File: src/rtl/if_stage_if.sv
// Bundle of signals between the if_stage and its surroundings: instruction
// memory, hazard and branch controls, and the IF/ID register outputs.
// The master modport is the fetch stage. The slave modport is the
// memory, hazard unit and decode side.
// IF_STAGE_PERF_CNT_EN adds the fetch_count output.
interface if_stage_if #(
    parameter int IMEM_AW = 6
);
    logic [IMEM_AW-1:0] imem_addr;
    logic [31:0]        imem_rdata;
    logic               stall;
    logic               flush;
    logic               pcsrc;
    logic [63:0]        branch_target;
    logic [63:0]        pc_out;
    logic [31:0]        ifid_instr;
    logic [63:0]        ifid_pc;
    logic               ifid_valid;
    logic               misalign_err;
`ifdef IF_STAGE_PERF_CNT_EN
    logic [31:0]        fetch_count;
`endif

    modport master (
        input  imem_rdata, stall, flush, pcsrc, branch_target,
        output imem_addr, pc_out, ifid_instr, ifid_pc, ifid_valid, misalign_err
`ifdef IF_STAGE_PERF_CNT_EN
        , output fetch_count
`endif
    );

    modport slave (
        output imem_rdata, stall, flush, pcsrc, branch_target,
        input  imem_addr, pc_out, ifid_instr, ifid_pc, ifid_valid, misalign_err
`ifdef IF_STAGE_PERF_CNT_EN
        , input fetch_count
`endif
    );
endinterface

File: src/rtl/if_stage.sv
// LEGv8 instruction-fetch stage. It holds the PC, addresses the instruction
// memory, and registers the fetched word and its PC into IF/ID.
// A branch redirect (pcsrc) has priority over a stall. A flush or a redirect
// puts a bubble into IF/ID. misalign_err is sticky until reset.
// IF_STAGE_PERF_CNT_EN adds a saturating count of valid IF/ID loads.
module if_stage #(
    parameter logic [63:0] RESET_PC = 64'h0,
    parameter int          IMEM_AW  = 6
) (
    input  logic       clk,
    input  logic       reset,
    if_stage_if.master bus
);
    logic [63:0] pc_q;
    logic [63:0] pc_d;
    logic [31:0] instr_q;
    logic [63:0] ipc_q;
    logic        valid_q;
    logic        mis_q;
    logic        load_normal;
    logic        bubble;

    assign bubble      = bus.flush | bus.pcsrc;
    assign load_normal = ~bubble & ~bus.stall;

    // Next-PC select: redirect, then hold on stall, then sequential (wraps at 2^64).
    always_comb begin
        pc_d = pc_q + 64'd4;
        if (bus.pcsrc) begin
            pc_d = {bus.branch_target[63:2], 2'b00};
        end else if (bus.stall) begin
            pc_d = pc_q;
        end
    end

    // PC register.
    always_ff @(posedge clk or posedge reset) begin
        if (reset) begin
            pc_q <= RESET_PC;
        end else begin
            pc_q <= pc_d;
        end
    end

    // IF/ID register: a bubble wins over a stall, and a stall wins over a load.
    always_ff @(posedge clk or posedge reset) begin
        if (reset) begin
            instr_q <= 32'h0;
            ipc_q   <= 64'h0;
            valid_q <= 1'b0;
        end else if (bubble) begin
            instr_q <= 32'h0;
            ipc_q   <= 64'h0;
            valid_q <= 1'b0;
        end else if (!bus.stall) begin
            instr_q <= bus.imem_rdata;
            ipc_q   <= pc_q;
            valid_q <= 1'b1;
        end
    end

    // Sticky flag for a redirect to a target that is not word-aligned.
    always_ff @(posedge clk or posedge reset) begin
        if (reset) begin
            mis_q <= 1'b0;
        end else if (bus.pcsrc && (bus.branch_target[1:0] != 2'b00)) begin
            mis_q <= 1'b1;
        end
    end

`ifdef IF_STAGE_PERF_CNT_EN
    logic [31:0] cnt_q;

    // Saturating count of valid instructions loaded on the normal path.
    always_ff @(posedge clk or posedge reset) begin
        if (reset) begin
            cnt_q <= 32'h0;
        end else if (load_normal && (cnt_q != 32'hFFFF_FFFF)) begin
            cnt_q <= cnt_q + 32'd1;
        end
    end

    assign bus.fetch_count = cnt_q;
`endif

    assign bus.imem_addr    = pc_q[IMEM_AW+1:2];
    assign bus.pc_out       = pc_q;
    assign bus.ifid_instr   = instr_q;
    assign bus.ifid_pc      = ipc_q;
    assign bus.ifid_valid   = valid_q;
    assign bus.misalign_err = mis_q;
endmodule

File: src/flat_wrapper.sv
// flat-port wrapper written by rule: the top's interface ports become plain ports
module if_stage_flat 
#(
    parameter logic [63:0] RESET_PC = 64'h0,
    parameter int          IMEM_AW  = 6
)
  (clk, reset, bus_imem_rdata, bus_stall, bus_flush, bus_pcsrc, bus_branch_target, bus_imem_addr, bus_pc_out, bus_ifid_instr, bus_ifid_pc, bus_ifid_valid, bus_misalign_err);
  if_stage_if #(.IMEM_AW(IMEM_AW)) bus_i ();
  input  logic clk;
  input  logic reset;
  input wire logic [$bits(bus_i.imem_rdata)-1:0] bus_imem_rdata;
  input wire logic [$bits(bus_i.stall)-1:0] bus_stall;
  input wire logic [$bits(bus_i.flush)-1:0] bus_flush;
  input wire logic [$bits(bus_i.pcsrc)-1:0] bus_pcsrc;
  input wire logic [$bits(bus_i.branch_target)-1:0] bus_branch_target;
  output wire logic [$bits(bus_i.imem_addr)-1:0] bus_imem_addr;
  output wire logic [$bits(bus_i.pc_out)-1:0] bus_pc_out;
  output wire logic [$bits(bus_i.ifid_instr)-1:0] bus_ifid_instr;
  output wire logic [$bits(bus_i.ifid_pc)-1:0] bus_ifid_pc;
  output wire logic [$bits(bus_i.ifid_valid)-1:0] bus_ifid_valid;
  output wire logic [$bits(bus_i.misalign_err)-1:0] bus_misalign_err;
  assign bus_i.imem_rdata = bus_imem_rdata;
  assign bus_i.stall = bus_stall;
  assign bus_i.flush = bus_flush;
  assign bus_i.pcsrc = bus_pcsrc;
  assign bus_i.branch_target = bus_branch_target;
  assign bus_imem_addr = bus_i.imem_addr;
  assign bus_pc_out = bus_i.pc_out;
  assign bus_ifid_instr = bus_i.ifid_instr;
  assign bus_ifid_pc = bus_i.ifid_pc;
  assign bus_ifid_valid = bus_i.ifid_valid;
  assign bus_misalign_err = bus_i.misalign_err;
  if_stage #(.RESET_PC(RESET_PC), .IMEM_AW(IMEM_AW)) u_core (.clk(clk), .reset(reset), .bus(bus_i));
endmodule
File: config.mk
export PLATFORM = sky130hd
export DESIGN_NAME = if_stage_flat
export DESIGN_NICKNAME = d
export VERILOG_FILES = /design/src/rtl/if_stage_if.sv /design/src/rtl/if_stage.sv /design/src/flat_wrapper.sv
export SDC_FILE = /design/constraint.sdc
export NUM_CORES = 1
export LEC_CHECK = 0
export ABC_AREA = 1
export CAP_MARGIN = 20
export CORE_ASPECT_RATIO = 2
export CORE_UTILIZATION = 47
export CTS_CLUSTER_SIZE = 10
export DETAILED_ROUTE_END_ITERATION = 8
export GPL_TIMING_DRIVEN = 1
export PLACE_DENSITY = 0.85
export RECOVER_POWER = 25
export SETUP_SLACK_MARGIN = 0.4
export SYNTH_ARGS = -nofsm -noshare
export SYNTH_HDL_FRONTEND = slang
export SYNTH_SLANG_ARGS = --single-unit
File: constraint.sdc
create_clock -name clk -period 6.4 [get_ports clk]
set_clock_uncertainty 0.2 [all_clocks]
set_input_delay 1.28 -clock clk [delete_from_list [all_inputs] [get_ports clk]]
set_output_delay 1.28 -clock clk [all_outputs]
set_load 0.02 [all_outputs]
Word-level counts from Yosys, hierarchy flattened

Index checks and enable logic that the tools add are counted.
W data, S select, Z words.

Flip-flop bits (word level): 162
Bits in latches: 0
Memory bits (writable): 0
Bits in read-only memories: 0
Bits of input ports: 101
Output and inout bits: 168
Logic and storage cells: 19
Memories: 0

$add $sub $neg: 1
$mul: 0
Div/mod/pow operators: 0
Order comparisons: 0
Eq/ne operators: 2
Shift operators: 0
Muxes and demuxes: 8
Bitwise operators: 1
Reduce and logical (&&, ||, !) cells: 2

Operators by type and width:

| cell                    | number |
|---|---|
| $mux W64                | 4 |
| $add A64 B3 Y64 const B | 1 |
| $mux W32                | 2 |
| $ne A2 B1 Y1 const B    | 2 |
| $mux W1                 | 2 |
| $reduce_bool A2 Y1      | 1 |
| $logic_and A1 B1 Y1     | 1 |
| $or A1 B1 Y1            | 1 |

Logic depth before layout (Yosys ltp)

Gate-level depths: netlist of the first run.

Depth after elaboration: 3
Gate-level depth with buffers: 10
Mapped depth without buffers: 10

Worst setup path after synthesis of the first run

No wires, ideal clock.

Path type: in2reg
From: input port bus_pcsrc
To: register u_core.pc_q[19], in the netlist u_core.bus.pc_out[19]
Library setup time: 0.078 ns
Data arrival time: 2.197 ns
Required time: 6.122 ns
Setup slack: 3.925 ns
Cell stages on the path: 6
Buffers on the path: 2
Cell sequence: buf_2 > nor2_2 > inv_2 > clkbuf_1 > o21ai_0 > o21bai_1

Cells in the longest elaborated chain, start to end: 1
Elaborated cells on any way between the ends: 2
Classes of those cells: eq/ne: 1; mux: 1

Ends and longest elaborated chain:

| element                                            | line               | text |
|---|---|---|
| start: declaration                                 | flat_wrapper.sv:14 | `input wire logic [$bits(bus_i.pcsrc)-1:0] bus_pcsrc;` |
| $ne A2 B1 Y1 (no line) or $mux W64 (tied branches) | -                  |  |
| end signal: assignment                             | if_stage.sv:41     | `pc_q <= pc_d;` |
| end: declaration                                   | if_stage.sv:14     | `logic [63:0] pc_q;` |

Several ways; a longest one is shown, not always the timed one.
A chain may end at the register's enable or synchronous reset.

Worst setup path after layout of the first run

From: input port bus_pcsrc
To: register u_core.pc_q[5], in the netlist u_core.bus.pc_out[5]

Same word-level chain as after synthesis.

==> flow_metrics.env, run 1 <==
export IMPL_place_area_sq_mm=0.0113
export IMPL_synth_cell_types=27
export IMPL_hold_path_class="flop to flop"
export IMPL_cp_arrival_ns=4.86
export IMPL_p_clk_frac=0.379
export IMPL_maxCapViolations=3
export IMPL_port_buffers=264
export IMPL_violations="capacitance limit, slew limit"
export IMPL_synth_top_family_by_area="simple AND/OR/NAND/NOR gates"
export IMPL_reg2reg_slack_ns=4.01
export IMPL_die_h_um=193
export IMPL_final_util=0.665
export IMPL_clk_latency_ns=0.43
export IMPL_overflow=0
export IMPL_status="complete, but fails checks"
export IMPL_die_area_sq_mm=0.0188
export IMPL_fin_setup_tns_ns=0
export IMPL_placedCellCount=1621
export IMPL_core_area_sq_mm=0.0178
export IMPL_holdCritStartpoint="u_core.bus.ifid_valid"
export IMPL_drive_gt1_frac=0.0452
export IMPL_area_growth_pct=38.0
export IMPL_cts_buffers=17
export IMPL_htree_levels=4
export IMPL_netlist_instances=1197
export IMPL_drtAntennaViolNets=0
export IMPL_io_pins=269
export IMPL_cts_tree="yes"
export IMPL_synth_fa_ha_area_frac=0.00146
export IMPL_fin_crit_sh=0.747
export IMPL_sequentialPowerShare=0.425
export IMPL_drt_pass1_iter_count=6
export IMPL_cts_root_buffer="clkbuf_16"
export IMPL_holdWs_ns=0.281
export IMPL_crit_path_end_kind="flop"
export IMPL_worstReg2RegStart="u_core.bus.pc_out[3]"
export IMPL_grt_max_degree=101
export IMPL_seq_area_frac_synth=0.461
export IMPL_yosys_warnings=0
export IMPL_whs_path_depth=2
export IMPL_crit_reg2reg_capture="u_core.bus.pc_out[52]"
export IMPL_critPathLaunchType="input pin"
export IMPL_synth_xor_area_frac=0.0102
export IMPL_die_w_um=97.5
export IMPL_timing_worst_slew_pin_value_ns=1.82
export IMPL_routed_wl_mm=31.5
export IMPL_dpl_worst_slack_ns=2.24
export IMPL_synth_top_area_share=0.461
export IMPL_synth_top_cell_by_area="dfrtp_1"
export IMPL_power_switching_mw=0.839
export IMPL_synth_seq_cells=158
export IMPL_nets=1529
export IMPL_track_usage=0.336
export IMPL_rsz0062_at_grt="false"
export IMPL_grt_pass1_vias=9044
export IMPL_routabilityCongestion=1.01
export IMPL_setup_slack_ns=1.62
export IMPL_crit_fanout=35
export IMPL_syn_avg_cell_area_sq_um=7.16
export IMPL_synth_mux_area_frac=0
export IMPL_drc=0
export IMPL_setup_violations=0
export IMPL_fin_cells=1652
export IMPL_num_rows=69
export IMPL_path_common_cell="clkbuf_1"
export IMPL_vdd_drop_max_mv=0.148
export IMPL_cts_hold_buf=0
export IMPL_clkSinkCount=158
export IMPL_slew_violations=140
export IMPL_cpPeakStageDelay_ns=1.27
export IMPL_hold_viol=0
export IMPL_clkTransAtPathRegs_ns=0.06
export IMPL_via_per_inst=5.57
export IMPL_start_util=0.482
export IMPL_cts_setup_buffers=0
export IMPL_comb_power_share=0.196
export IMPL_period_needed_ns=4.78
export IMPL_total_leakage_power_nw=5.39
export IMPL_power_density_mw_per_mm2=228
export IMPL_critPathSlowestCell="clkbuf_1"
export IMPL_hold_end="u_core.bus.ifid_valid"
export IMPL_cts_resized=0
export IMPL_startpoint="bus_pcsrc"
export IMPL_reg2regPathDepth=8
export IMPL_power_internal_mw=1.86
export IMPL_crit_required_ns=6.48
export IMPL_final_area_sq_mm=0.0118
export IMPL_dpl_hpwl_mm=23.7
export IMPL_fmax_mhz=209
export IMPL_path_cells="clkbuf_1 -> clkbuf_1 -> nor2_2 -> inv_1 -> o221ai_1"
export IMPL_drt_iter0_drc=583
export IMPL_total_power_mw=2.70
export IMPL_synth_compound_area_share=0.0956
export IMPL_slew_headroom=-0.212
export IMPL_syn_cell_area_sq_mm=0.00857
export IMPL_antenna_found_initial=0
export IMPL_wl_per_cell_um=19.0
export IMPL_synth_area_leaders="dfrtp_1, nand2_1, nand3_1"
export IMPL_synthSimpleGateAreaFrac=0.341
export IMPL_swShare=0.311
export IMPL_clockBufferDepth=2
export IMPL_vias=9204
export IMPL_grt_pass1_wl_mm=48.2
export IMPL_diodes=0
export IMPL_worstSetupPathType="input pin to flop"
## cell usage after synthesis
cell type and instances:
o21ai_1 12, nor2_1 120, buf_2 13, o21bai_1 11
buf_4 10, xor2_1 9, nand2_4 1, conb_1 1
nand2_2 11, xnor2_1 1, inv_2 2, o221ai_1 6
nand3_1 202, o211ai_1 8, a21oi_1 1, o21ai_0 110
o311ai_0 1, inv_1 125, nor2_4 4, clkbuf_1 35
nand4_1 6, dfrtp_1 158, nand2_1 336, clkinv_1 2
buf_1 5, nor2_2 6, ha_1 1
## state kept, by name, summed over array words and instances (netlist names)
register and cells:
u_core.bus.ifid_pc 62, u_core.bus.pc_out 62, u_core.bus.ifid_instr 32, u_core.bus.ifid_valid 1
u_core.bus.misalign_err 1
## routing by layer
layer | global-route usage | vias to the layer above | share of wire
met5 | 0 | - | 0
li1 | - | 4291 | -
met2 | 0.611 | 502 | 0.53
met3 | 0.0552 | 155 | 0.057
met4 | 0.265 | 0 | 0.086
met1 | 0.339 | 4256 | 0.33
## cells by family (layout without fill, tap and decap cells)
kind of cell             Yosys count  after routing
AND/OR/NAND/NOR                  686            686
buffers and inverters            192            431
flip-flops                       158            158
XOR/XNOR                          10             10
adder cells (fa/ha/maj)            1              1
other                              1              4
AO/OA/AOI/OAI                    149            149
## layout make-up
class | count | area [sq um]
fill | 1553 | 5950
sequential | 158 | 3950
multi-input combinational | 850 | 3870
timing repair buffer | 271 | 2680
inverter | 129 | 485
clock buffer | 17 | 425
tap | 213 | 267
clock inverter | 14 | 159
## power groups by stage
| stage | Sequential, mW | Combinational (mW) | Clock [mW] |
|---|---|---|---|
| final | 1.15 | 0.530 | 1.02 |
| after CTS | 1.15 | 0.531 | 1.03 |
| after global placement | 1.16 | 0.519 | 0 |
| after floorplan | 1.21 | 0.199 | 0 |
| after global routing | 1.15 | 0.571 | 1.07 |
| after detailed placement | 1.16 | 0.526 | 0 |
## critical path, delay by kind of cell
kind	cells	cell delay (ns)
AOI/OAI and AO/OA	1	0.21
buffers and inverters	3	2.94
and+or+nand+nor	1	0.41
## how the worst max path moves through the flow
stage          depth (start not counted)                  endpoint  slack [ns]
5_1_grt                                5      u_core.bus.pc_out[5]        1.31
3_3_place_gp                           7     u_core.bus.pc_out[45]        2.43
2_1_floorplan                          1  u_core.bus.ifid_instr[0]        0.66
6_report                               5      u_core.bus.pc_out[5]        1.62
3_5_place_dp                           6     u_core.bus.pc_out[25]        2.24
4_1_cts                                6     u_core.bus.pc_out[25]        2.62
## layout by cell type (no fill, tap or decap), types with 2 or more instances in the layout
master	n
buf_4	5
bufinv_16	2
clkbuf_1	2
clkbuf_16	17
clkbuf_2	2
clkdlybuf4s50_1	261
clkinv_1	2
clkinvlp_4	4
conb_1	4
dfrtp_1	158
inv_1	124
inv_2	2
inv_6	5
nand2_1	336
nand2_2	11
nand3_1	202
nand4_1	6
nor2_1	118
nor2_2	7
nor2_4	5
o211ai_1	8
o21ai_0	110
o21ai_1	12
o21bai_1	11
o221ai_1	6
xor2_1	9
(Power assumes the default switching activity.)
==> run 2, diff against run 1 <==
==> constraint.sdc (replaced) <==
create_clock -name clk -period 4.75 [get_ports clk]
set_clock_uncertainty 0.2 [all_clocks]
set_input_delay 0.95 -clock clk [delete_from_list [all_inputs] [get_ports clk]]
set_output_delay 0.95 -clock clk [all_outputs]
set_load 0.02 [all_outputs]
==> flow_metrics.env, run 2 (synthesis results as in run 1) <==
export IMPL_crit_buf_inv=3
export IMPL_clkTransAtPathRegs_ns=0.06
export IMPL_nets=1530
export IMPL_fin_setup_tns_ns=0
export IMPL_routabilityCongestion=1.01
export IMPL_grt_pass1_wl_mm=48.3
export IMPL_drt_iter0_drc=593
export IMPL_power_density_mw_per_mm2=301
export IMPL_hold_path_class="flop to flop"
export IMPL_grt_max_degree=133
export IMPL_setup_violations=0
export IMPL_cts_tree="yes"
export IMPL_vias=9138
export IMPL_dpl_hpwl_mm=23.5
export IMPL_holdWs_ns=0.277
export IMPL_grt_pass1_vias=9080
export IMPL_dpl_worst_slack_ns=1.36
export IMPL_fin_cells=1653
export IMPL_crit_fanout=41
export IMPL_final_cell_mix="nand2_1, clkdlybuf4s50_1, nand3_1, dfrtp_1, inv_1"
export IMPL_timing_worst_slew_pin_value_ns=2.24
export IMPL_clockBufferDepth=2
export IMPL_critPathSlowestCell="clkbuf_1"
export IMPL_status="complete, but fails checks"
export IMPL_rsz0062_at_grt="false"
export IMPL_cpPeakStageDelay_ns=1.61
export IMPL_path_cells="dlygate4sd3_1 -> clkinvlp_2 -> clkbuf_1"
export IMPL_diodes=0
export IMPL_critPathLaunchType="input pin"
export IMPL_final_area_sq_mm=0.0118
export IMPL_cts_buffers=17
export IMPL_die_h_um=193
export IMPL_worstSetupPathType="input pin to asynchronous set/reset pin"
export IMPL_crit_required_ns=4.63
export IMPL_drt_pass1_iter_count=5
export IMPL_fin_crit_sh=0.724
export IMPL_start_util=0.482
export IMPL_period_needed_ns=3.44
export IMPL_violations="capacitance limit, slew limit"
export IMPL_num_rows=69
export IMPL_vdd_drop_max_mv=0.244
export IMPL_cts_root_buffer="clkbuf_16"
export IMPL_cts_setup_buffers=0
export IMPL_area_growth_pct=38.0
export IMPL_drive_gt1_frac=0.0438
export IMPL_total_power_mw=3.57
export IMPL_slew_violations=115
export IMPL_setup_slack_ns=1.31
export IMPL_core_area_sq_mm=0.0178
export IMPL_path_delay_family="buffers and inverters"
export IMPL_wl_per_cell_um=19.0
export IMPL_total_leakage_power_nw=5.39
export IMPL_place_area_sq_mm=0.0113
export IMPL_drc=0
export IMPL_crit_path_end_kind="asynchronous set/reset pin"
export IMPL_placedCellCount=1621
export IMPL_cts_hold_buf=0
export IMPL_fmax_mhz=291
export IMPL_track_usage=0.336
export IMPL_maxCapViolations=2
export IMPL_die_area_sq_mm=0.0188
export IMPL_clk_latency_ns=0.44
export IMPL_overflow=0
export IMPL_hold_viol=0
export IMPL_slew_headroom=-0.494
export IMPL_routed_wl_mm=31.4
export IMPL_htree_levels=4
export IMPL_io_pins=269
export IMPL_clkSinkCount=158
export IMPL_via_per_inst=5.53
export IMPL_drtAntennaViolNets=0
export IMPL_port_buffers=264
export IMPL_antenna_found_initial=0
export IMPL_cts_resized=0
export IMPL_fillers=1566
export IMPL_final_util=0.665
export IMPL_die_w_um=97.5
export IMPL_cp_arrival_ns=3.32
export IMPL_layout_commonest_cell="nand2_1"
[run 2: worst reg2reg max path: cells and delay by family, from the launching register on]
kind / cells / cell delay (ns)
simple gates: 7 / 1.33
flops: 1 / 0.49
fa+ha+maj: 1 / 0.27
[run 2: final timing paths]
check | cells past startpoint | slack, ns | end | start
worst max register to register | 8 | 2.36 | u_core.bus.pc_out[52] | u_core.bus.pc_out[2]
worst max-delay path | 3 | 1.31 | u_core.bus.ifid_instr[1] | reset
worst min register to register | 1 | 0.28 | u_core.bus.misalign_err | u_core.bus.misalign_err
max in group clk | 7 | 1.78 | u_core.bus.pc_out[45] | bus_stall
min in group asynchronous | 2 | 0.68 | u_core.bus.pc_out[4] | reset
worst min-delay path | 1 | 0.28 | u_core.bus.misalign_err | u_core.bus.misalign_err
[run 2: power by group]
group          switching, mW  internal [mW]  total, mW
registers              0.122           1.43       1.55
logic                  0.411          0.303      0.714
clock network          0.571          0.733       1.30
total                   1.10           2.46       3.57
[run 2: final cells by class]
type,instances,area (sq um),share of cell area
flip-flops and latches,158,3950,0.334
multi-input cells,850,3870,0.327
repair buffers,272,2710,0.229
inverters,129,485,0.0410
clock buffers,22,454,0.0384
well taps,213,267,0.0225
clock inverters,9,88.8,0.00751
[run 2: routing by layer]
layer	track usage	share of wire	wire length [um]
met1	0.338	0.34	10600
met2	0.623	0.54	16900
met3	0.0487	0.051	1590
met4	0.251	0.077	2420
met5	0	0	0
==> run 3, diff against run 2 <==
--- a/config.mk
+++ b/config.mk
@@ -8,11 +8,11 @@
 export ABC_AREA = 1
 export CAP_MARGIN = 20
 export CORE_ASPECT_RATIO = 2
-export CORE_UTILIZATION = 47
+export CORE_UTILIZATION = 43
 export CTS_CLUSTER_SIZE = 10
 export DETAILED_ROUTE_END_ITERATION = 8
 export GPL_TIMING_DRIVEN = 1
-export PLACE_DENSITY = 0.85
+export PLACE_DENSITY = 0.82
 export RECOVER_POWER = 25
 export SETUP_SLACK_MARGIN = 0.4
 export SYNTH_ARGS = -nofsm -noshare
==> constraint.sdc (replaced) <==
create_clock -name clk -period 3.1 [get_ports clk]
set_clock_uncertainty 0.2 [all_clocks]
set_input_delay 0.62 -clock clk [delete_from_list [all_inputs] [get_ports clk]]
set_output_delay 0.62 -clock clk [all_outputs]
set_load 0.02 [all_outputs]
==> flow_metrics.env, run 3 (synthesis results as in run 1) <==
export IMPL_p_clk_frac=0.402
export IMPL_slew_violations=0
export IMPL_fmax_mhz=405
export IMPL_die_h_um=202
export IMPL_port_buffers=264
export IMPL_wl_per_cell_um=18.8
export IMPL_holdCritStartpoint="u_core.bus.misalign_err"
export IMPL_layout_commonest_cell="nand2_1"
export IMPL_seq_area_sq_mm=0.00395
export IMPL_placedCellCount=1673
export IMPL_fin_setup_tns_ns=0
export IMPL_cts_hold_buf=0
export IMPL_crit_fanout=7
export IMPL_io_pins=269
export IMPL_routed_wl_mm=32.0
export IMPL_cts_root_buffer="clkbuf_16"
export IMPL_via_per_inst=5.41
export IMPL_area_growth_pct=40.7
export IMPL_num_rows=72
export IMPL_power_density_mw_per_mm2=482
export IMPL_vias=9228
export IMPL_nets=1535
export IMPL_crit_buf_inv=1
export IMPL_reg2regPathDepth=8
export IMPL_rsz0062_at_grt="false"
export IMPL_sequentialPowerShare=0.407
export IMPL_cts_buffers=17
export IMPL_clockBufferDepth=2
export IMPL_power_switching_mw=1.71
export IMPL_htree_levels=4
export IMPL_timing_worst_slew_pin_value_ns=0.997
export IMPL_antenna_found_initial=0
export IMPL_path_cells="clkdlybuf4s50_1"
export IMPL_fillers=1798
export IMPL_worstReg2RegStart="u_core.bus.pc_out[3]"
export IMPL_power_internal_mw=4.11
export IMPL_die_w_um=102
export IMPL_drt_iter0_drc=579
export IMPL_routabilityCongestion=0.984
export IMPL_clkSinkCount=158
export IMPL_crit_path_end_kind="primary output"
export IMPL_grt_pass1_wl_mm=48.8
export IMPL_vdd_drop_max_mv=0.336
export IMPL_clk_latency_ns=0.44
export IMPL_reg2reg_slack_ns=0.78
export IMPL_crit_required_ns=2.28
export IMPL_comb_power_share=0.191
export IMPL_fin_crit_sh=0.796
export IMPL_diodes=0
export IMPL_dpl_hpwl_mm=24.3
export IMPL_period_needed_ns=2.47
export IMPL_cp_arrival_ns=1.65
export IMPL_track_usage=0.320
export IMPL_swShare=0.293
export IMPL_slew_headroom=0.331
export IMPL_cts_resized=0
export IMPL_drt_pass1_iter_count=7
export IMPL_total_leakage_power_nw=5.49
export IMPL_drtAntennaViolNets=0
export IMPL_path_delay_family="buffers and inverters"
export IMPL_whs_path_depth=1
export IMPL_maxCapViolations=0
export IMPL_overflow=0
export IMPL_worstSetupPathType="flop to primary output"
export IMPL_crit_reg2reg_capture="u_core.bus.pc_out[36]"
export IMPL_setup_violations=0
export IMPL_die_area_sq_mm=0.0205
export IMPL_hold_path_class="flop to flop"
export IMPL_critPathSlowestCell="clkdlybuf4s50_1"
export IMPL_fin_cells=1705
export IMPL_status="complete, no violations"
export IMPL_start_util=0.441
export IMPL_final_cell_mix="nand2_1, clkdlybuf4s50_1, nand3_1, dfrtp_1, inv_1"
export IMPL_critPathLaunchType="flop"
export IMPL_grt_max_degree=132
export IMPL_clkTransAtPathRegs_ns=0.06
export IMPL_drive_gt1_frac=0.0505
export IMPL_hold_end="u_core.bus.misalign_err"
export IMPL_cts_setup_buffers=0
export IMPL_cts_tree="yes"
export IMPL_hold_viol=0
export IMPL_grt_pass1_vias=9050
export IMPL_cpPeakStageDelay_ns=0.67
export IMPL_core_area_sq_mm=0.0195
export IMPL_drc=0
export IMPL_multi_input_area_sq_mm=0.00387
==> run 3: how the worst max path moves through the flow <==
stage	startpoint	endpoint	slack, ns	cells after the start
final	u_core.bus.pc_out[6]	bus_imem_addr[4]	0.63	1
after global routing	u_core.bus.pc_out[3]	u_core.bus.pc_out[52]	0.58	8
after CTS	u_core.bus.pc_out[6]	bus_imem_addr[4]	0.63	1
after detailed placement	bus_stall	u_core.bus.ifid_pc[43]	0.71	6
after global placement	bus_stall	u_core.bus.ifid_pc[54]	0.78	6
after floorplan	reset	u_core.bus.ifid_instr[0]	0.28	1
==> run 3: through the flow <==
step           utilization  instance area, sq um  hold WS (ns)  total power [mW]  setup slack [ns]
3_5_place_dp         0.587                 11400         0.268              3.50             0.713
3_3_place_gp         0.587                 11400         0.260              3.49             0.782
5_1_grt              0.620                 12100         0.314              6.02             0.577
6_report             0.620                 12100         0.283              5.82             0.633
4_1_cts              0.620                 12100         0.283              5.84             0.627
2_1_floorplan            -                  8590         0.390              2.91             0.279
==> run 3: cell type report <==
type,count,area share
Clock inverter,13,0.0174
Sequential cell,158,0.328
Tap cell,259,0.0269
Clock buffer,19,0.0367
Inverter,129,0.0402
Timing Repair Buffer,277,0.231
Multi-Input combinational cell,850,0.321
==> run 3: power by group through the flow <==
| stage | sequential, mW | combinational [mW] | clock (mW) |
|---|---|---|---|
| floorplan | 2.50 | 0.412 | 0 |
| global placement | 2.40 | 1.09 | 0 |
| detailed placement | 2.40 | 1.11 | 0 |
| CTS | 2.36 | 1.11 | 2.36 |
| global route | 2.38 | 1.20 | 2.44 |
| finish | 2.37 | 1.11 | 2.34 |
==> run 3: layer usage <==
metal / up-vias / wire length [um] / share of wire / global-route usage
li1: 4313 / - / - / -
met1: 4366 / 10800 / 0.34 / 0.328
met2: 429 / 16800 / 0.52 / 0.563
met3: 120 / 1930 / 0.060 / 0.0445
met4: 0 / 2520 / 0.079 / 0.253
met5: - / 0 / 0 / 0
